File: config.mk
export PLATFORM = sky130hd
export DESIGN_NAME = seq_101_frame_tx
export DESIGN_NICKNAME = d
export VERILOG_FILES = /design/src/rtl/seq_101_frame_tx.sv
export SDC_FILE = /design/constraint.sdc
export NUM_CORES = 1
export LEC_CHECK = 0
export CAP_MARGIN = 10
export CORE_MARGIN = 4
export CORE_UTILIZATION = 57
export DETAILED_ROUTE_END_ITERATION = 10
export PLACE_DENSITY = 0.92
export SETUP_SLACK_MARGIN = 0.02
export SYNTH_ARGS = -nofsm -noshare
export SYNTH_HDL_FRONTEND = slang
export SYNTH_SLANG_ARGS = --single-unit
File: constraint.sdc
create_clock -name clk -period 3.17 [get_ports clk]
set_input_delay 0.4755 -clock clk [delete_from_list [all_inputs] [get_ports clk]]
set_output_delay 0.4755 -clock clk [all_outputs]
set_load 0.01 [all_outputs]
File: src/rtl/seq_101_frame_tx.sv
// Serial frame transmitter: 101 sync preamble, MSB-first payload, optional even
// parity bit and an idle gap, feeding the 101 sequence detector's input line.
module seq_101_frame_tx #(
  parameter int DATA_W       = 8,
  parameter int CLKS_PER_BIT = 1,
  parameter int PARITY_EN    = 1,
  parameter int GAP_BITS     = 2
) (
  input  logic              clk,
  input  logic              reset_n,
  input  logic              start,
  input  logic [DATA_W-1:0] data_in,
  output logic              d_out,
  output logic              busy,
  output logic              done
);

  localparam int CNT_MAX0 = (DATA_W > GAP_BITS) ? DATA_W : GAP_BITS;
  localparam int CNT_MAX  = (CNT_MAX0 > 3) ? CNT_MAX0 : 3;
  localparam int CNT_W    = $clog2(CNT_MAX);
  localparam int TICK_W   = (CLKS_PER_BIT > 1) ? $clog2(CLKS_PER_BIT) : 1;

  localparam logic [TICK_W-1:0] TICK_LAST = TICK_W'(CLKS_PER_BIT - 1);
  localparam logic [CNT_W-1:0]  SYNC_LAST = CNT_W'(2);
  localparam logic [CNT_W-1:0]  DATA_LAST = CNT_W'(DATA_W - 1);
  localparam logic [CNT_W-1:0]  GAP_LAST  = CNT_W'(GAP_BITS - 1);

  typedef enum logic [2:0] {
    ST_IDLE   = 3'd0,
    ST_SYNC   = 3'd1,
    ST_DATA   = 3'd2,
    ST_PARITY = 3'd3,
    ST_GAP    = 3'd4
  } state_t;

  // Even parity: the bit that makes the total count of ones even.
  function automatic logic even_parity(input logic [DATA_W-1:0] value);
    return ^value;
  endfunction

  state_t              state_r, state_s;
  logic [TICK_W-1:0]   tick_r, tick_s;
  logic [CNT_W-1:0]    cnt_r, cnt_s;
  logic [DATA_W-1:0]   shift_r, shift_s;
  logic                parity_r, parity_s;
  logic                d_out_r, d_out_s;
  logic                busy_r, busy_s;
  logic                done_r, done_s;
  logic                bit_end_s;

  // Next-state and next-output logic; d_out is computed one edge ahead so the line is registered.
  always_comb begin
    state_s   = state_r;
    tick_s    = tick_r;
    cnt_s     = cnt_r;
    shift_s   = shift_r;
    parity_s  = parity_r;
    d_out_s   = d_out_r;
    busy_s    = busy_r;
    done_s    = 1'b0;
    bit_end_s = (tick_r == TICK_LAST);

    case (state_r)
      ST_IDLE: begin
        d_out_s = 1'b0;
        busy_s  = 1'b0;
        if (start) begin
          shift_s  = data_in;
          parity_s = even_parity(data_in);
          busy_s   = 1'b1;
          d_out_s  = 1'b1;
          tick_s   = {TICK_W{1'b0}};
          cnt_s    = {CNT_W{1'b0}};
          state_s  = ST_SYNC;
        end else begin
          state_s = ST_IDLE;
        end
      end

      ST_SYNC: begin
        if (!bit_end_s) begin
          tick_s = tick_r + TICK_W'(1);
        end else begin
          tick_s = {TICK_W{1'b0}};
          if (cnt_r == SYNC_LAST) begin
            cnt_s   = {CNT_W{1'b0}};
            d_out_s = shift_r[DATA_W-1];
            state_s = ST_DATA;
          end else begin
            // Preamble bit 1 is a 0, bit 2 is a 1.
            cnt_s   = cnt_r + CNT_W'(1);
            d_out_s = cnt_r[0];
          end
        end
      end

      ST_DATA: begin
        if (!bit_end_s) begin
          tick_s = tick_r + TICK_W'(1);
        end else begin
          tick_s  = {TICK_W{1'b0}};
          shift_s = shift_r << 1;
          if (cnt_r == DATA_LAST) begin
            cnt_s = {CNT_W{1'b0}};
            if (PARITY_EN != 0) begin
              d_out_s = parity_r;
              state_s = ST_PARITY;
            end else begin
              d_out_s = 1'b0;
              state_s = ST_GAP;
            end
          end else begin
            cnt_s   = cnt_r + CNT_W'(1);
            d_out_s = shift_s[DATA_W-1];
          end
        end
      end

      ST_PARITY: begin
        if (!bit_end_s) begin
          tick_s = tick_r + TICK_W'(1);
        end else begin
          tick_s  = {TICK_W{1'b0}};
          cnt_s   = {CNT_W{1'b0}};
          d_out_s = 1'b0;
          state_s = ST_GAP;
        end
      end

      ST_GAP: begin
        d_out_s = 1'b0;
        if (!bit_end_s) begin
          tick_s = tick_r + TICK_W'(1);
        end else begin
          tick_s = {TICK_W{1'b0}};
          if (cnt_r == GAP_LAST) begin
            cnt_s   = {CNT_W{1'b0}};
            busy_s  = 1'b0;
            done_s  = 1'b1;
            state_s = ST_IDLE;
          end else begin
            cnt_s = cnt_r + CNT_W'(1);
          end
        end
      end

      default: begin
        d_out_s = 1'b0;
        busy_s  = 1'b0;
        state_s = ST_IDLE;
      end
    endcase
  end

  // State, datapath and output registers; reset abandons any frame in flight.
  always_ff @(posedge clk or negedge reset_n) begin
    if (!reset_n) begin
      state_r  <= ST_IDLE;
      tick_r   <= {TICK_W{1'b0}};
      cnt_r    <= {CNT_W{1'b0}};
      shift_r  <= {DATA_W{1'b0}};
      parity_r <= 1'b0;
      d_out_r  <= 1'b0;
      busy_r   <= 1'b0;
      done_r   <= 1'b0;
    end else begin
      state_r  <= state_s;
      tick_r   <= tick_s;
      cnt_r    <= cnt_s;
      shift_r  <= shift_s;
      parity_r <= parity_s;
      d_out_r  <= d_out_s;
      busy_r   <= busy_s;
      done_r   <= done_s;
    end
  end

  assign d_out = d_out_r;
  assign busy  = busy_r;
  assign done  = done_r;

endmodule
# Word level (Yosys, flattened, before mapping)
# Cells that the tools add are included.
dict set report op_classes {
  n_mul 0
  n_eq_ne 15
  div 0
  bitwise_logic 1
  shifts 0
  muxes 37
  reduce_logical 14
  add_sub_neg 2
  n_lt_le_gt_ge 0
}
# cell n
set ops {}
lappend ops {{$mux 3} 15}
lappend ops {{$pmux 3 s5} 2}
lappend ops {{$mux 8} 2}
lappend ops {{$ne 2x2->1 const B} 8}
lappend ops {{$pmux 8 s2} 1}
lappend ops {{$mux 1} 14}
lappend ops {{$eq 3x2->1 const B} 3}
lappend ops {{$reduce_and 3->1} 3}
lappend ops {{$reduce_xor 8->1} 1}
lappend ops {{$reduce_and 7->1} 1}
lappend ops {{$eq 3x1->1 const B} 2}
lappend ops {{$eq 3x3->1 const B} 2}
lappend ops {{$reduce_and 6->1} 1}
lappend ops {{$reduce_bool 5->1} 1}
lappend ops {{$pmux 1 s4} 1}
lappend ops {{$reduce_and 2->1} 2}
lappend ops {{$reduce_bool 2->1} 2}
lappend ops {{$reduce_or 4->1} 1}
lappend ops {{$add 3x1->3 const B} 1}
lappend ops {{$logic_not 3->1} 1}
lappend ops {{$pmux 1 s3} 1}
lappend ops {{$reduce_or 3->1} 1}
lappend ops {{$pmux 1 s2} 1}
lappend ops {{$add 1x1->1 const B} 1}
lappend ops {{$not 1->1} 1}
dict set report word_totals {
  wordCells 77
  output_inout_bits 3
  latchBits 0
  n_memories 0
  regBits 19
  mem_bits_rw 0
  mem_bits_ro 0
}

# Depth between registers and ports, before layout
dict set report depth {
  word_depth 4
  depth_mapped 6
}

# Least setup slack after synthesis
# No wires, ideal clock.
dict set report synth_path {
  kind {reg-to-reg}
  startpoint {register cnt_r[0]}
  endpoint {register state_r[0]}
  arrival_time_ns 1.415
  t_required_ns 3.071
  synth_period_minus_slack_ns 1.514
  path_slack_ns 1.656
  n_path_buf 0
  stages_incl_launch_ff 6
  path_cell_list {dfrtp_1 -> ha_1 -> nor2b_1 -> o22a_1 -> or2_1 -> a311oi_1}
}
dict set report synth_between {
  elab_chain_len 3
}
# element line_no
set synth_rtl {}
lappend synth_rtl {{start, declared} 43} ;# logic [CNT_W-1:0] cnt_r, cnt_s;
lappend synth_rtl {{start signal, assigned} 160} ;# cnt_r <= {CNT_W{1'b0}};
lappend synth_rtl {{start signal, assigned} 169} ;# cnt_r <= cnt_s;
lappend synth_rtl {{$eq 3x1->1 (tied with other cells)} 136} ;# if (cnt_r == GAP_LAST) begin
lappend synth_rtl {{$ne 2x2->1 (no source line)} -}
lappend synth_rtl {{$reduce_and 7->1 (no source line) *} -}
lappend synth_rtl {{end signal, assigned} 167} ;# state_r <= state_s;
lappend synth_rtl {{end, declared} 41} ;# state_t state_r, state_s;
# Every way passes the cells marked *; elsewhere a longest branch is shown, timed or not.
# A chain may end at the register's enable or synchronous reset.

# Worst setup path in the final report
# Ends and elaborated chain as after synthesis.

==> impl_metrics.json <==
{
  "crit_chain": "inv_1, ha_1, nor2b_1, o22a_1, or2_1, a311oi_1",
  "cpPeakStageDelay_ps": 440,
  "layout-drive-gt1-share": 0.111,
  "die_area_um2": 2570,
  "setup_ws_ps": 1430,
  "worst_pin_slew_ps": 798,
  "pwr-share-comb": 0.467,
  "synth_area_um2": 1040,
  "grt_setup_unrepaired": "no",
  "ir_drop_mv": 0.443,
  "p_leak_nw": 0.498,
  "synth_top_cell_by_area": "dfrtp_1",
  "syn_to_final_growth_pct": 15.3,
  "cts_setup_buffers": 0,
  "clkSinkCount": 18,
  "power_density_nw_per_um2": 923,
  "yosysSeqAreaShare": 0.434,
  "hpwl_mm": 1.55,
  "netSwitchingPower_mw": 0.448,
  "die_w_um": 50.7,
  "synthFlopType": "dfrtp_1",
  "fin_total_pwr_mw": 1.10,
  "nets": 133,
  "p_clk_frac": 0.125,
  "place_area_um2": 1160,
  "wl_mm": 1.98,
  "synth_common_cells": "20 x nor2_1, 18 x dfrtp_1, 7 x xnor2_1",
  "power_frac_seq": 0.408,
  "dr.first_iter.drc_count": 13,
  "p_int_mw": 0.656,
  "start_util": 0.601,
  "async_flop_share": 1.00,
  "synth_edf_count": 0,
  "cp_top_family": "compound AO/OA/AOI/OAI gates",
  "drc_errors": 0,
  "critPathKind": "flip-flop to flip-flop",
  "period_minus_slack_ps": 1740,
  "hp-class": "flip-flop to flip-flop",
  "utilization": 0.693,
  "cts_htree_levels": 1,
  "worst-path-buf-inv": 1,
  "totalNegativeSetupSlack_ps": 0,
  "cts_hold_buf": 0,
  "cts_tree": "done",
  "grt_pass1_vias": 860,
  "syn_inst": 104,
  "ys_warn_count": 0,
  "max_freq_ghz": 0.575,
  "vias": 798,
  "cts_resized": 0,
  "synthTopCellsByArea": "dfrtp_1 43%, nor2_1 7.2%, o22ai_2 7.2%",
  "synth_cell_types": 32,
  "path_clk_slew_ps": 100,
  "grt_max_degree": 19,
  "critPathRequiredTime_ps": 3360,
  "finalSetupViolCount": 0,
  "overflow": 0,
  "hp-start": "parity_r$_DFFE_PN0P_",
  "ios": 14,
  "gp_congestion": 0.795,
  "crit_start": "cnt_r[0]$_DFFE_PN0P_",
  "pre_cts_slack_ps": 1180,
  "antenna_cells": 0,
  "grt_first_pass_wirelength_mm": 3.68,
  "worst-path-max-fanout": 5,
  "fp.dieH_um": 50.7,
  "final_cells": 142,
  "fin_area_um2": 1200,
  "ys_ff_latch": 18,
  "hold_viol": 0,
  "worst_clock_skew_ps": 2.02,
  "ant_nets": 0,
  "cts_buffers": 3,
  "status": "completed",
  "synthesis.nets": 119,
  "grt_usage": 0.188,
  "startpoint_type": "flip-flop",
  "synth_top_area_frac": 0.434,
  "p_sw_frac": 0.406,
  "yosysMostFrequentCell": "nor2_1",
  "avgViaCountPerCell": 5.62,
  "cts_buffer_depth": 2,
  "avgSynthCellArea_um2": 9.97,
  "clk_latency_ps": 280,
  "slew_viol_final": 0,
  "io_buffers": 13,
  "placement_rows": 15,
  "drt_first_pass_iters": 4,
  "cts_root_buffer": "clkbuf_4",
  "antenna_found_initial": 0,
  "detail_route.wl_per_cell_um": 13.9,
  "slew_headroom": 0.467,
  "dp.cells": 138,
  "period_share": 0.548,
  "cap_violations": 0,
  "core_um2": 1730,
  "fin_hold_ws_ps": 513,
  "cp_slowest_cell": "dfrtp_1",
  "end_kind": "flip-flop",
  "rr_startpoint": "cnt_r[0]$_DFFE_PN0P_",
  "crit_arrival_ps": 1930
}
flip-flops by register name, summed over array words and instances (netlist names):
name and count:
busy 1, cnt_r 3, d_out 1, done 1
parity_r 1, shift_r 8, state_r 3
power by group through the flow:
stage	Combinational, mW	Sequential [mW]	Clock (mW)
after floorplan	0.442	0.412	0
after global placement	0.493	0.446	0
after detailed placement	0.519	0.454	0
after CTS	0.521	0.449	0.140
after global routing	0.587	0.468	0.151
final	0.515	0.450	0.138
routing by layer:
layer | vias up | wire length, um | GRT usage
met5 | - | 0 | 0
met4 | 0 | 18 | 0.0628
met3 | 2 | 82 | 0.0415
met2 | 20 | 1100 | 0.341
met1 | 390 | 771 | 0.215
li1 | 386 | - | -
worst reg2reg max path, stage by stage (launching register included):
cell      delay (ps)
dfrtp_1          440
inv_1             90
ha_1             240
nor2b_1          180
o22a_1           190
or2_1            240
a311oi_1         270
layout make-up:
type | count | area (um^2)
Fill cell | 139 | 531
Multi-Input combinational cell | 77 | 529
Sequential cell | 18 | 450
Timing Repair Buffer | 13 | 130
Clock buffer | 4 | 36.3
Tap cell | 25 | 31.3
Inverter | 5 | 18.8
cells by family (layout without fill, tap and decap cells):
family / count (synthesis) / after routing / share of synthesized area
compound gates: 25 / 25 / 0.189
fa+ha+maj: 4 / 4 / 0.0483
flops: 18 / 18 / 0.434
mux: 3 / 3 / 0.0290
buf+inv: 9 / 22 / 0.0555
xor+xnor: 7 / 7 / 0.0591
simple gates: 38 / 38 / 0.185
cells in the final DEF, fill, tap and decap left out, types with 2 or more instances in the layout:
cell / n
a21oi_1: 3
clkbuf_4: 3
clkdlybuf4s50_1: 13
dfrtp_1: 18
ha_1: 4
inv_1: 5
mux2i_1: 3
nand2_1: 2
nand2b_1: 3
nor2_1: 20
nor2b_1: 2
nor3_1: 2
o21ai_0: 2
o21ai_1: 4
o22ai_1: 3
o22ai_2: 6
or2_1: 2
xnor2_1: 7
path summary, 6_finish.rpt:
kind	to	slack, ps	depth (start not counted)
max	state_r[0]$_DFFE_PN0P_	1430	6
min	parity_r$_DFFE_PN0P_	510	2
max reg2reg	state_r[0]$_DFFE_PN0P_	1430	6
min reg2reg	parity_r$_DFFE_PN0P_	510	2
max in group asynchronous	state_r[0]$_DFFE_PN0P_	2030	1
min in group asynchronous	done$_DFF_PN0_	650	1
No activity file was read; power rests on OpenSTA's default activity.
